## src/rtl/ecp5pll_phase_pkg.sv

```systemverilog
// rtl/ecp5pll_phase_pkg.sv - shared types and constants for the ECP5 PLL dynamic phase sequencer
package ecp5pll_phase_pkg;

  typedef enum logic [1:0] {
    ST_IDLE  = 2'd0,
    ST_SETUP = 2'd1,
    ST_PULSE = 2'd2,
    ST_GAP   = 2'd3
  } phase_state_e;

  // Logical output numbering as the PLL wrapper's phasesel expects
  localparam logic [1:0] CH_CLKOP  = 2'd0;
  localparam logic [1:0] CH_CLKOS  = 2'd1;
  localparam logic [1:0] CH_CLKOS2 = 2'd2;
  localparam logic [1:0] CH_CLKOS3 = 2'd3;

  function automatic int unsigned step_period(input int unsigned pulse_cyc,
                                              input int unsigned gap_cyc);
    return pulse_cyc + gap_cyc;
  endfunction

endpackage

```

## src/rtl/ecp5pll_phase_timer.sv

```systemverilog
// rtl/ecp5pll_phase_timer.sv - loadable down-counter timing each sequencer state
module ecp5pll_phase_timer #(
  parameter int unsigned MAX_CYC = 8,
  parameter int unsigned CNT_W   = $clog2(MAX_CYC + 1)
) (
  input  logic             clk_i,
  input  logic             reset_n,
  input  logic             load_i,
  input  logic [CNT_W-1:0] load_val_i,
  output logic             expired_o
);

  logic [CNT_W-1:0] count_q;

  // Loading N makes expired_o rise in the Nth cycle after the load edge
  assign expired_o = (count_q <= CNT_W'(1));

  always_ff @(posedge clk_i) begin
    if (!reset_n) begin
      count_q <= '0;
    end else if (load_i) begin
      count_q <= load_val_i;
    end else if (count_q != '0) begin
      count_q <= count_q - CNT_W'(1);
    end
  end

endmodule

```

## src/rtl/ecp5pll_phase_ctrl.sv

```systemverilog
// rtl/ecp5pll_phase_ctrl.sv - ECP5 PLL phasesel/phasedir/phasestep/phaseloadreg sequencer
// Optional lock guard (abort on lost lock, err pulse) enabled by ECP5PLL_PHASE_LOCK_GUARD_EN.
module ecp5pll_phase_ctrl
  import ecp5pll_phase_pkg::*;
#(
  parameter int unsigned SETUP_CYC = 4,
  parameter int unsigned PULSE_CYC = 4,
  parameter int unsigned GAP_CYC   = 8,
  parameter int unsigned STEP_W    = 8,
  parameter int unsigned POS_W     = 10
) (
  input  logic               clk_i,
  input  logic               reset_n,
  input  logic               req_valid,
  output logic               req_ready,
  input  logic [1:0]         req_sel,
  input  logic               req_dir,
  input  logic [STEP_W-1:0]  req_steps,
  input  logic               req_load,
  output logic               busy,
  output logic               done,
  output logic               err,
  input  logic               locked,
  output logic [1:0]         phasesel,
  output logic               phasedir,
  output logic               phasestep,
  output logic               phaseloadreg,
  output logic [4*POS_W-1:0] pos
);

  localparam int unsigned TMR_MAX =
    (SETUP_CYC > PULSE_CYC) ? ((SETUP_CYC > GAP_CYC) ? SETUP_CYC : GAP_CYC)
                            : ((PULSE_CYC > GAP_CYC) ? PULSE_CYC : GAP_CYC);
  localparam int unsigned CNT_W = $clog2(TMR_MAX + 1);

  localparam logic [CNT_W-1:0] SETUP_LD    = CNT_W'(SETUP_CYC);
  localparam logic [CNT_W-1:0] PULSE_LD    = CNT_W'(PULSE_CYC);
  localparam logic [CNT_W-1:0] GAP_LD      = CNT_W'(GAP_CYC);
  localparam logic [CNT_W-1:0] GAP_LAST_LD = CNT_W'(GAP_CYC - 1);

  phase_state_e      state_q, state_d;
  logic [STEP_W-1:0] remaining_q, remaining_d;
  logic              load_q, load_d;
  logic [1:0]        sel_q, sel_d;
  logic              dir_q, dir_d;
  logic              step_q, step_d;
  logic              ldreg_q, ldreg_d;
  logic              done_q, done_d;
  logic              err_q, err_d;
  logic [POS_W-1:0]  pos_q [4];
  logic [POS_W-1:0]  pos_d [4];

  logic              accept;
  logic              tmr_load;
  logic [CNT_W-1:0]  tmr_val;
  logic              tmr_exp;

  ecp5pll_phase_timer #(
    .MAX_CYC (TMR_MAX),
    .CNT_W   (CNT_W)
  ) u_timer (
    .clk_i      (clk_i),
    .reset_n    (reset_n),
    .load_i     (tmr_load),
    .load_val_i (tmr_val),
    .expired_o  (tmr_exp)
  );

`ifdef ECP5PLL_PHASE_LOCK_GUARD_EN
  assign req_ready = (state_q == ST_IDLE) && locked;
`else
  logic unused_locked;
  assign unused_locked = locked;
  assign req_ready     = (state_q == ST_IDLE);
`endif

  assign accept = req_valid && req_ready;

  always_comb begin
    state_d     = state_q;
    remaining_d = remaining_q;
    load_d      = load_q;
    sel_d       = sel_q;
    dir_d       = dir_q;
    pos_d       = pos_q;
    done_d      = 1'b0;
    err_d       = 1'b0;
    tmr_load    = 1'b0;
    tmr_val     = SETUP_LD;

    case (state_q)
      ST_IDLE: begin
        if (accept) begin
          sel_d       = req_sel;
          remaining_d = req_steps;
          load_d      = req_load;
          if (!req_load) dir_d = req_dir;
          if (!req_load && (req_steps == '0)) begin
            done_d = 1'b1;
          end else begin
            state_d  = ST_SETUP;
            tmr_load = 1'b1;
            tmr_val  = SETUP_LD;
          end
        end
      end

      ST_SETUP: begin
        if (tmr_exp) begin
          state_d  = ST_PULSE;
          tmr_load = 1'b1;
          tmr_val  = PULSE_LD;
        end
      end

      ST_PULSE: begin
        if (tmr_exp) begin
          if (load_q)     pos_d[sel_q] = '0;
          else if (dir_q) pos_d[sel_q] = pos_q[sel_q] - POS_W'(1);
          else            pos_d[sel_q] = pos_q[sel_q] + POS_W'(1);
          // Final gap is one short: the done cycle is its last low cycle
          if (load_q || (remaining_q == STEP_W'(1))) begin
            remaining_d = '0;
            if (GAP_CYC > 1) begin
              state_d  = ST_GAP;
              tmr_load = 1'b1;
              tmr_val  = GAP_LAST_LD;
            end else begin
              state_d = ST_IDLE;
              done_d  = 1'b1;
            end
          end else begin
            remaining_d = remaining_q - STEP_W'(1);
            state_d     = ST_GAP;
            tmr_load    = 1'b1;
            tmr_val     = GAP_LD;
          end
        end
      end

      ST_GAP: begin
        if (tmr_exp) begin
          if (remaining_q != '0) begin
            state_d  = ST_PULSE;
            tmr_load = 1'b1;
            tmr_val  = PULSE_LD;
          end else begin
            state_d = ST_IDLE;
            done_d  = 1'b1;
          end
        end
      end

      default: state_d = ST_IDLE;
    endcase

`ifdef ECP5PLL_PHASE_LOCK_GUARD_EN
    if ((state_q != ST_IDLE) && !locked) begin
      state_d     = ST_IDLE;
      remaining_d = '0;
      pos_d       = pos_q;
      done_d      = 1'b0;
      err_d       = 1'b1;
      tmr_load    = 1'b0;
    end
`endif

    step_d  = (state_d == ST_PULSE) && !load_d;
    ldreg_d = (state_d == ST_PULSE) && load_d;
  end

  always_ff @(posedge clk_i) begin
    if (!reset_n) begin
      state_q     <= ST_IDLE;
      remaining_q <= '0;
      load_q      <= 1'b0;
      sel_q       <= 2'd0;
      dir_q       <= 1'b0;
      step_q      <= 1'b0;
      ldreg_q     <= 1'b0;
      done_q      <= 1'b0;
      err_q       <= 1'b0;
      for (int i = 0; i < 4; i++) pos_q[i] <= '0;
    end else begin
      state_q     <= state_d;
      remaining_q <= remaining_d;
      load_q      <= load_d;
      sel_q       <= sel_d;
      dir_q       <= dir_d;
      step_q      <= step_d;
      ldreg_q     <= ldreg_d;
      done_q      <= done_d;
      err_q       <= err_d;
      pos_q       <= pos_d;
    end
  end

  assign busy         = (state_q != ST_IDLE);
  assign done         = done_q;
  assign err          = err_q;
  assign phasesel     = sel_q;
  assign phasedir     = dir_q;
  assign phasestep    = step_q;
  assign phaseloadreg = ldreg_q;

  for (genvar n = 0; n < 4; n++) begin : g_pos
    assign pos[n*POS_W +: POS_W] = pos_q[n];
  end

endmodule

```

## config.mk

```make
export PLATFORM = sky130hd
export DESIGN_NAME = ecp5pll_phase_ctrl
export DESIGN_NICKNAME = d
export VERILOG_FILES = /design/src/rtl/ecp5pll_phase_pkg.sv /design/src/rtl/ecp5pll_phase_timer.sv /design/src/rtl/ecp5pll_phase_ctrl.sv
export SDC_FILE = /design/constraint.sdc
export NUM_CORES = 1
export LEC_CHECK = 0
export BUFFER_PORTS_ARGS = -buffer_cell sky130_fd_sc_hd__buf_2
export CAP_MARGIN = 20
export CORE_MARGIN = 4
export CORE_UTILIZATION = 45
export CTS_BUF_LIST = sky130_fd_sc_hd__clkbuf_8
export CTS_CLUSTER_SIZE = 14
export DETAILED_ROUTE_END_ITERATION = 16
export PLACE_DENSITY = 0.66
export SLEW_MARGIN = 0
export SYNTH_ARGS = -nofsm -noshare
export SYNTH_HDL_FRONTEND = slang
export SYNTH_SLANG_ARGS = --single-unit
```

## constraint.sdc

```tcl
create_clock -name clk_i -period 3.4 [get_ports clk_i]
set_input_delay 0.34 -clock clk_i [delete_from_list [all_inputs] [get_ports clk_i]]
set_output_delay 0.34 -clock clk_i [all_outputs]
set_load 0.005 [all_outputs]
```

# --- Word-level counts from Yosys, hierarchy flattened ---
# Cells that the tools add are included.
totals:
  elab_cells: 90
  in_bits: 16
  ff_bits: 61
  output_inout_bits: 49
op_classes:
  n_reduce_logical: 21
  magnitude_cmp: 3
  bitwise: 4
  muxes: 38
  n_addsub: 4
  n_eq_ne: 7
op_table:
  columns: ["cell", "count"]
  rows:
  - ["$bwmux W40", 2]
  - ["$mux W40", 2]
  - ["$and A40 B40 Y40", 1]
  - ["$not A40 Y40", 1]
  - ["$mux W10", 3]
  - ["$mux W8", 3]
  - ["$bmux W10 S2", 1]
  - ["$demux W10 S2", 1]
  - ["$mux W4", 4]
  - ["$pmux W8 S2", 1]
  - ["$mux W2", 6]
  - ["$mux W1", 11]
  - ["$add A10 B1 Y10 const B", 1]
  - ["$sub A10 B1 Y10 const B", 1]
  - ["$eq A8 B1 Y1 const B", 1]
  - ["$logic_not A8 Y1", 1]
  - ["$pmux W2 S4", 1]
  - ["$pmux W4 S2", 1]
  - ["$reduce_bool A8 Y1", 1]
  - ["$sub A8 B1 Y8 const B", 1]
  - ["$eq A2 B2 Y1 const B", 3]
  - ["$reduce_and A3 Y1", 2]
  - ["$reduce_bool A2 Y1", 3]
  - ["$logic_and A1 B1 Y1", 5]
  - ["other kinds (18)", 20]

# --- Depth between registers and ports, before layout ---
# Gate-level depths: netlist of run 1.
logic_depth:
  depth_word: 8
  depth_mapped: 10
  ltp_nobuf: 9

# --- Cells and area by module ---
# From an unflattened synthesis of run 1, not the netlist that was laid out.
unflattened:
  hier_cells: 399
  hier_area_um2: 3474.6
modules_own_cells:
  columns: ["mod", "n_inst", "cells_per_inst", "area_per_inst_um2", "seq_area_each_um2"]
  rows:
  - ["ecp5pll_phase_ctrl", 1, 373, 3219.3, 1141.1]
  - ["ecp5pll_phase_timer", 1, 26, 255.2, 80.1]

# --- Least setup slack after synthesis of run 1 ---
# No wires, ideal clock.
synth_timing:
  kind: "reg-to-reg"
  start: "register sel_q[0] (netlist: phasesel[0])"
  end: "register pos_q (netlist bit pos[28])"
  stages_incl_launch_ff: 10
  arrival_ns: 2.382
  setup_time_ns: 0.096
  period_less_slack_ns: 2.478
  path_slack_ns: 0.922
  path_buffers: 1
  t_required_ns: 3.304
  cell_sequence: "dfxtp_1 buf_6 mux4_1 inv_1 ha_1 nand2_1 or3_4 nor4b_2 a31oi_1 o311ai_1"
synth_between:
  elab_chain_len: 8
  word_cells_on_any_way: 17
  classes_between: "add/sub (2); order compare (2); mux (9); bitwise (3); reduce/logical (1)"
synth_lines:
  columns: ["element", "line", "text"]
  rows:
  - ["from (decl)", "ecp5pll_phase_ctrl.sv:44", "logic [1:0] sel_q, sel_d;"]
  - ["from (signal assigned)", "ecp5pll_phase_ctrl.sv:188", "sel_q <= sel_d;"]
  - ["$not A2 Y3 (implied by the code) *", "ecp5pll_phase_ctrl.sv:118, ecp5pll_phase_ctrl.sv:119, ecp5pll_phase_ctrl.sv:120", null]
  - ["$bmux W10 S2 (tied with other cells)", "ecp5pll_phase_ctrl.sv:119, ecp5pll_phase_ctrl.sv:120", null]
  - ["$mux W10 (implied by the code) or $logic_and A1 B1 Y1 (tied branches)", "ecp5pll_phase_ctrl.sv:119, ecp5pll_phase_ctrl.sv:120, ecp5pll_phase_ctrl.sv:118", null]
  - ["$mux W10 (on tied branches)", "ecp5pll_phase_ctrl.sv:119, ecp5pll_phase_ctrl.sv:120, ecp5pll_phase_ctrl.sv:118", null]
  - ["$add A10 B1 Y10 (tied with other cells)", "ecp5pll_phase_ctrl.sv:120", "else pos_d[sel_q] = pos_q[sel_q] + POS_W'(1);"]
  - ["$bwmux W40 (tied with other cells)", "ecp5pll_phase_ctrl.sv:120", null]
  - ["$mux W40 or $and A40 B40 Y40 (tied branches)", null, null]
  - ["$mux W40 *", "ecp5pll_phase_ctrl.sv:118", "if (load_q) pos_d[sel_q] = '0;"]
  - ["to (signal assigned)", "ecp5pll_phase_ctrl.sv:194", "pos_q <= pos_d;"]
  - ["to (decl)", "ecp5pll_phase_ctrl.sv:50", "logic [POS_W-1:0] pos_q [4];"]
# Every way passes the cells marked *; elsewhere a longest branch is shown, timed or not. The select of a mux whose other input is x is not followed.
# A chain may end at the register's enable or synchronous reset.

# --- Worst setup path in the final report of run 1 ---
layout_timing:
  start: "register sel_q[0] (netlist: phasesel[0])"
  end: "register pos_q (netlist bit pos[26])"
# The elaborated chain is that of the path after synthesis.

==> results of run 1 <==
==> area by class of cell <==
class                      count  share of cell area, %
tap                           99                   3.04
multi-input combinational    310                   51.4
timing repair buffer          67                   8.54
clock inverter                 6                   2.00
inverter                      22                   2.03
sequential                    61                   30.0
clock buffer                   9                   3.04
==> stage by stage <==
stage | utilization (%) | total power [mW] | cells
6_report | 55.0 | 2.19 | 574
5_1_grt | 55.0 | 2.35 | 574
4_1_cts | 55.0 | 2.20 | 574
3_5_place_dp | 52.2 | 1.51 | 559
3_3_place_gp | 52.2 | 1.50 | 559
2_1_floorplan | - | 1.35 | 417
==> layout by cell type, fill, tap and decap left out, types with 3 or more instances in the layout <==
| cell type | synthesis | layout |
|---|---|---|
| o311ai_1 | 3 | 3 |
| xnor2_1 | 4 | 4 |
| xor2_1 | 4 | 4 |
| a31o_2 | 3 | 3 |
| nand3_1 | 24 | 24 |
| o31a_1 | 3 | 3 |
| nand2_1 | 46 | 46 |
| o21ai_0 | 18 | 18 |
| buf_2 | 1 | 62 |
| mux4_1 | 5 | 5 |
| a31oi_1 | 4 | 4 |
| inv_1 | 21 | 23 |
| o311ai_0 | 7 | 7 |
| ha_1 | 13 | 13 |
| or2_2 | 5 | 5 |
| nor2_1 | 54 | 54 |
| nand2b_1 | 4 | 4 |
| buf_4 | 1 | 5 |
| or3_1 | 4 | 4 |
| nand4_1 | 9 | 9 |
| nor3_1 | 8 | 8 |
| dfxtp_1 | 61 | 61 |
| clkbuf_8 | 0 | 9 |
| a22oi_1 | 6 | 6 |
| a21oi_1 | 15 | 15 |
| and2_1 | 5 | 5 |
| nor2b_1 | 4 | 4 |
| mux4_2 | 5 | 5 |
| mux2i_1 | 15 | 15 |
| o31ai_1 | 4 | 4 |
| and3_1 | 3 | 3 |
| a32o_1 | 4 | 4 |
| o221ai_1 | 3 | 3 |
==> path summary, 6_finish.rpt <==
kind / start / end / slack [ps] / cells past startpoint
max: phasesel[0] / pos[26] / 490 / 9
min: req_dir / phasedir / 260 / 3
max reg2reg: phasesel[0] / pos[26] / 490 / 9
min reg2reg: pos[34] / pos[34] / 470 / 2
==> kinds of logic after synthesis <==
kind of cell	Yosys count	synth area share (%)
other cells	1	0.107
mux	25	11.3
compound gates	84	17.1
simple gates	179	24.7
xor+xnor	8	2.00
buf+inv	46	5.29
flops	61	34.9
fa+ha+maj	13	4.65
==> critical path: cells and delay by family (launching register included) <==
kind / cells / cell delay, ps
mux: 1 / 730
buf+inv: 1 / 90
simple gates: 3 / 530
compound gates: 2 / 340
flops: 1 / 660
xor+xnor: 1 / 330
fa+ha+maj: 1 / 170
==> flip-flops by register name, summed over array words and instances (netlist names) <==
register	flops
phasedir	1
done	1
pos	40
phasestep	1
u_timer.count_q	4
load_q	1
phasesel	2
state_q	2
phaseloadreg	1
remaining_q	8
==> where the power goes <==
part           internal, mW  switching, mW
clock                 0.403          0.278
combinational         0.261          0.406
sequential            0.769         0.0746
total                  1.43          0.758
==> per-layer routing <==
metal | GRT usage (%) | share of wire (%) | wire (µm)
met1 | 29.3 | 48 | 4480
met2 | 31.7 | 44 | 4090
met3 | 3.99 | 5.9 | 544
met4 | 8.77 | 1.4 | 129
met5 | 0 | 0 | 0
==> synthesized netlist by cell type (all sizes together) (4+ instances only) <==
cell    number  area (µm²)
o31ai        4        30.0
a21oi       15        75.1
and2         5        31.3
xor2         4        35.0
mux4        10         244
a32o         4        40.0
nor3         8        40.0
a31oi        4        25.0
o311ai      11         104
ha          13         163
nand3       24         120
inv         21        78.8
xnor2        4        35.0
nand4        9        56.3
or3          5        36.3
clkbuf      20        75.1
dfxtp       61        1220
nor2b        4        25.0
a22oi        6        45.0
buf          4        27.5
o21ai       19        95.1
nand2       46         173
or2          5        31.3
mux2i       15         150
nand2b       4        25.0
nor2        54         203
==> impl_metrics.tcl, run 1 <==
set metrics [dict create \
    async_reset_ff_share_pct 0 \
    syn-mean-instance-area_um2 8.39 \
    finalCritPeriodShare_pct 85.7 \
    stdcell_area_um2 4070 \
    layout.nets 500 \
    clkLatencyLatePin_ps 340 \
    synth-seq-cells 61 \
    overflow 0 \
    grt_max_degree 34 \
    setup_tns_ps 0 \
    die_width_um 96.2 \
    worst_slack_ps 486 \
    hold_ws_ps 256 \
    gp_congestion 0.880 \
    hold_violations 0 \
    slew_viol_final 0 \
    diodes 0 \
    clockRootBuffer "clkbuf_8" \
    via_per_inst 5.71 \
    post-dp-hpwl_um 6470 \
    drc 0 \
    register_area_um2 1220 \
    antenna_found_initial 0 \
    vdd_drop_max_mv 0.280 \
    max_freq_mhz 343 \
    placed_area_um2 3870 \
    outcome "completed" \
    hold_buffers 0 \
    io_pins 65 \
    seq_area_frac_synth_pct 34.9 \
    crit_path_top_delay_cell "mux4_1" \
    fill_cells 702 \
    drtIter0Drc 244 \
    cts_setup_buffers 0 \
    ys_types 57 \
    arrival_ps 3180 \
    placementRows 31 \
    max_stage_delay_ps 730 \
    drt_wl_total_um 9240 \
    rsz0062_at_grt "no" \
    period_needed_ps 2910 \
    cp_cell_sequence "mux4_1 -> inv_1 -> ha_1 -> nand2_1 -> or3_4 -> o32ai_2 -> xor2_1 -> nand3_1 -> o21ai_0" \
    synth_edf_count 0 \
    cap_viol_max_count 0 \
    slew_headroom_pct 47.2 \
    hold_path.class "input pin to flop" \
    clkTransAtPathRegs_ps 70 \
    cts_max_level 3 \
    finalSetupViolCount 0 \
    clock-sinks 61 \
    drt_first_pass_iters 5 \
    synthFlopType "dfxtp_1" \
    multi_input_area_um2 2090 \
    ant_nets 0 \
    cp_max_fo 10 \
    syn_area_um2 3500 \
    die_y_um 96.2 \
    clockBufferDepth 2 \
    grtUsageTotal_pct 21.0 \
    p_leak_nw 1.78 \
    vias 3279 \
    syn_to_final_growth_pct 16.4 \
    grt_pass1_wl_um 15000 \
    initial_core_util_pct 47.2 \
    synth_cells 417 \
    dp_slack_ps 498 \
    power.density_nw_per_um2 538 \
    crit_type "flop to flop" \
    skew_ps 13.1 \
    io_buffers 62 \
    layout-drive-gt1-share_pct 21.1 \
    yosysWarnings 0 \
    cts_resized 0 \
    cts_tree "yes" \
    critical_path_required_ps 3670 \
    cts-buffers-inserted 9 \
    first_global_vias 3111 \
    worst_slew_pin_slew_ps 792 \
    wl_per_cell_um 16.1 \
    dieArea_um2 9250 \
    critPathCaptureType "flop" \
    worst_setup_path_start_kind "flop" \
    core_um2 7410 \
    syn_nets 446 \
]
Power figures use the tool's default switching activity.
==> run 2: changes to the inputs <==
--- a/config.mk
+++ b/config.mk
@@ -5,6 +5,7 @@
 export SDC_FILE = /design/constraint.sdc
 export NUM_CORES = 1
 export LEC_CHECK = 0
+export ABC_AREA = 1
 export BUFFER_PORTS_ARGS = -buffer_cell sky130_fd_sc_hd__buf_2
 export CAP_MARGIN = 20
 export CORE_MARGIN = 4
==> impl_metrics.tcl, run 2 <==
set metrics [dict create \
    rsz0062_at_grt "no" \
    synth_edf_count 0 \
    vdd_drop_max_mv 0.417 \
    grtUsageTotal_pct 22.3 \
    async_reset_ff_share_pct 0 \
    internal_power_mw 1.38 \
    ant_nets 0 \
    post-dp-hpwl_um 7740 \
    grt_max_degree 38 \
    crit_top_cell "nand2_1" \
    crit_type "flop to flop" \
    power.density_nw_per_um2 523 \
    overflow 0 \
    worst_slack_ps 1030 \
    grt_pass1_wl_um 17300 \
    io_buffers 62 \
    finalSetupViolCount 0 \
    crit_family "simple AND/OR/NAND/NOR gates" \
    synthFlopType "dfxtp_1" \
    cts-buffers-inserted 9 \
    period_needed_ps 2370 \
    max_freq_mhz 422 \
    yosysWarnings 0 \
    dieArea_um2 9460 \
    crit_path_top_delay_cell "dfxtp_1" \
    layout_commonest_cell "nand2_1" \
    cts_tree "yes" \
    critPathCaptureType "flop" \
    drt_first_pass_iters 5 \
    initial_core_util_pct 46.4 \
    switchingPower_uw 807 \
    clkLatencyLatePin_ps 340 \
    clock-sinks 61 \
    yosysMostFrequentCell "nand2_1" \
    vias 3814 \
    hold_buffers 0 \
    seq_area_frac_synth_pct 34.0 \
    dp_slack_ps 1060 \
    layout-drive-gt1-share_pct 16.9 \
    utilization_pct 54.1 \
    synth-seq-cells 61 \
    diodes 0 \
    worst_setup_path_start_kind "flop" \
    syn-mean-instance-area_um2 6.52 \
    worst_slew_pin_slew_ps 961 \
    cp_max_fo 10 \
    clkTransAtPathRegs_ps 70 \
    synth_top_area_cell "dfxtp_1" \
    synth_common_cells "132 x nand2_1, 64 x a21oi_1, 61 x dfxtp_1, 57 x nor2_1, 45 x nand3_1" \
    totalPowerFinal_mw 2.18 \
    max_stage_delay_ps 540 \
    syn_area_um2 3590 \
    synth_cells 550 \
    placementRows 32 \
    syn_nets 579 \
    slew_viol_final 0 \
    hold_violations 0 \
    synthTopCellsByArea "dfxtp_1 34%, nand2_1 14%, a21oi_1 8.9%, nand3_1 6.3%, o21ai_0 6.0%" \
    largest_reg_flops 40 \
    post-synth-top-area-fraction_pct 34.0 \
    clkPwrFrac_pct 30.1 \
    drtIter0Drc 176 \
    via_per_inst 5.33 \
    hold_path.class "input pin to flop" \
    power_frac_seq_pct 38.9 \
    finalCritPeriodShare_pct 69.7 \
    cp_cell_sequence "inv_1 -> buf_4 -> nand3_1 -> nand2_1 -> nor2_1 -> nand2_1 -> nor2_1 -> nand2_1 -> nand2_1 -> nand3_1 -> nand4_1 -> a21oi_1" \
    skew_ps 8.67 \
    setup_tns_ps 0 \
    pwr-share-comb_pct 30.9 \
    drt_wl_total_um 10500 \
    layout.nets 639 \
    core_um2 7730 \
    clockBufferDepth 2 \
    arrival_ps 2560 \
    first_global_vias 3614 \
    die_y_um 97.3 \
    mostFrequentLayoutCells "132 x nand2_1, 64 x a21oi_1, 62 x buf_2" \
    die_width_um 97.3 \
    drc 0 \
    p_sw_share_pct 36.9 \
    io_pins 65 \
    cts_resized 0 \
    ys_types 37 \
    crit_buf_inv 2 \
    outcome "completed" \
    slew_headroom_pct 35.5 \
    critical_path_required_ps 3590 \
    hold_ws_ps 234 \
    syn_to_final_growth_pct 16.5 \
    p_leak_nw 2.07 \
    cts_max_level 3 \
    wl_per_cell_um 14.7 \
    cts_setup_buffers 0 \
    antenna_found_initial 0 \
    clockRootBuffer "clkbuf_8" \
    gp_congestion 0.918 \
    cap_viol_max_count 0 \
]
-- run 2: cell count changes in the layout (fill, tap and decap cells not counted), moves of 14 or more --
cell / change
nand2_1: +86
a21oi_1: +49
o21ai_0: +25
nand3_1: +21
inv_1: +17
mux2i_1: -14
-- run 2: worst paths after layout --
check	from	to	slack, ps	cells past startpoint
setup / recovery	phasesel[1]	pos[9]	1030	12
hold / removal	req_dir	phasedir	230	3
setup reg to reg	phasesel[1]	pos[9]	1030	12
hold reg to reg	pos[26]	pos[26]	480	2
-- run 2: tightest hold or removal path, cell delays in order --
cell,delay [ps]
buf_2,80
nor3_1,40
nor2_1,80
-- run 2: stage by stage --
| stage | instances | area (µm²) |
|---|---|---|
| floorplan | 550 | 3590 |
| global placement | 701 | 3980 |
| detailed placement | 701 | 3980 |
| CTS | 716 | 4180 |
| global route | 716 | 4180 |
| finish | 716 | 4180 |
-- run 2: cell families after synthesis --
logic type | Yosys count | synth area share, %
adders and majority gates | 13 | 4.53
and+or+nand+nor | 265 | 31.4
DFF | 61 | 34.0
xor gates and xnor gates | 8 | 1.95
AOI/OAI and AO/OA | 131 | 19.6
muxes | 1 | 0.279
buffers and inverters | 70 | 8.09
other | 1 | 0.105
-- run 2: power groups by stage --
stage / Sequential (mW) / Clock (mW) / Combinational [mW]
3_3_place_gp: 0.861 / 0 / 0.657
5_1_grt: 0.861 / 0.706 / 0.769
2_1_floorplan: 0.835 / 0 / 0.526
3_5_place_dp: 0.864 / 0 / 0.668
4_1_cts: 0.848 / 0.674 / 0.674
6_report: 0.850 / 0.658 / 0.676
-- run 2: layout make-up --
class | instances | area, µm²
clock buffers | 11 | 151
clock inverters | 4 | 47.5
fillers | 782 | 3550
inverters | 49 | 184
multi-input cells | 419 | 2080
flip-flops and latches | 61 | 1220
well taps | 102 | 128
repair buffers | 70 | 370
-- run 2: per-layer routing --
layer  GRT usage [%]  up-vias  share of wire, %
met5               0        -                 0
met4            9.16        0               2.4
met3            3.88       20               5.8
met2            38.1      106                49
met1            27.9     1731                43
li1                -     1957                 -
==> run 3: changes to the inputs <==
==> constraint.sdc (replaced) <==
create_clock -name clk_i -period 2.4 [get_ports clk_i]
set_input_delay 0.24 -clock clk_i [delete_from_list [all_inputs] [get_ports clk_i]]
set_output_delay 0.24 -clock clk_i [all_outputs]
set_load 0.005 [all_outputs]
==> impl_metrics.tcl, run 3 (same netlist as run 2, synthesis figures left out) <==
set metrics [dict create \
    cap_viol_max_count 0 \
    finalCritPeriodShare_pct 90.1 \
    use_met3_pct 5.31 \
    clockRootBuffer "clkbuf_8" \
    critPathCaptureType "flop" \
    globalRouteMet2Util_pct 39.8 \
    layout-drive-gt1-share_pct 19.1 \
    drc 0 \
    clkLatencyLatePin_ps 340 \
    utilization_pct 55.5 \
    slew_headroom_pct 63.5 \
    layout.nets 652 \
    power.density_nw_per_um2 736 \
    gp_congestion 0.973 \
    diodes 0 \
    grtUsageMet1_pct 26.8 \
    arrival_ps 2430 \
    placedCellCount 712 \
    overflow 0 \
    clkTransAtPathRegs_ps 70 \
    drt_wl_total_um 10700 \
    die_y_um 97.3 \
    slew_viol_final 0 \
    outcome "completed" \
    grtUsageTotal_pct 22.4 \
    initial_core_util_pct 46.4 \
    cts_max_level 3 \
    vdd_drop_max_mv 0.472 \
    worst_setup_path_start_kind "flop" \
    first_global_vias 3634 \
    post-dp-hpwl_um 7910 \
    reg2reg_setup_slack_ps 240 \
    hold_violations 0 \
    clockBufferDepth 2 \
    finalSetupViolCount 0 \
    crit_type "flop to flop" \
    syn_to_final_growth_pct 19.5 \
    busiest_layer "met2" \
    placed_area_um2 4060 \
    drt_first_pass_iters 4 \
    cts_tree "yes" \
    hold_path.class "input pin to flop" \
    grt_pass1_wl_um 17300 \
    clock-sinks 61 \
    placementRows 32 \
    hold_buffers 0 \
    worst_slack_ps 238 \
    largest_reg_flops 40 \
    io_pins 65 \
    p_leak_nw 2.12 \
    period_needed_ps 2160 \
    rsz0062_at_grt "no" \
    drtIter0Drc 218 \
    layout_commonest_cell "nand2_1" \
    max_freq_mhz 462 \
    skew_ps 9.48 \
    totalPowerFinal_mw 3.16 \
    stdcell_area_um2 4290 \
    grt_max_degree 37 \
    stdcell_count 729 \
    dieArea_um2 9460 \
    vias 3919 \
    antenna_found_initial 0 \
    worst_slew_pin_slew_ps 544 \
    hold_ws_ps 141 \
    cts-buffers-inserted 9 \
    cp_max_fo 8 \
    die_width_um 97.3 \
    setup_tns_ps 0 \
    wl_per_cell_um 14.7 \
    mostFrequentLayoutCells "132 x nand2_1, 64 x a21oi_1, 63 x buf_2" \
    dp_slack_ps 176 \
    io_buffers 62 \
    core_um2 7730 \
    critical_path_required_ps 2670 \
    via_per_inst 5.38 \
    ant_nets 0 \
]
run 3: final timing paths:
| kind | depth (start not counted) | from | end |
|---|---|---|---|
| worst max register to register | 11 | phasesel[0] | pos[8] |
| worst min-delay path | 3 | req_dir | phasedir |
| worst max-delay path | 11 | phasesel[0] | pos[8] |
| worst min register to register | 2 | pos[16] | pos[16] |
run 3: what timing repair did:
item,in CTS,in global routing
buffers inserted,0,2
gates resized for setup,0,5
setup endpoints to repair,0,31
run 3: report_power, final:
group	leakage [nW]	internal [mW]	switching, mW
clock	0.0988	0.527	0.407
combinational	1.53	0.360	0.676
sequential	0.496	1.10	0.0833
run 3: cell type report:
| type | instances | area (µm²) |
|---|---|---|
| clock inverter | 4 | 48.8 |
| multi-input combinational | 419 | 2080 |
| fill | 786 | 3440 |
| timing repair buffer | 83 | 465 |
| tap | 102 | 128 |
| sequential | 61 | 1220 |
| clock buffer | 11 | 151 |
| inverter | 49 | 188 |
run 3: per-layer routing:
layer / share of wire [%] / vias to the layer above
met4: 1.5 / 0
li1: - / 1977
met1: 42 / 1814
met5: 0 / -
met3: 6.9 / 13
met2: 50 / 115
run 3: critical path, cell delays in order, from the launching register on:
cell and delay, ps:
dfxtp_1 530, nor2_2 180, nand2_1 90, nand2_1 60, nor2_2 180, ha_1 240
nand4_1 200, nor2_1 140, nand2_1 70, nand3_1 160, nand3_1 100, a21oi_1 150
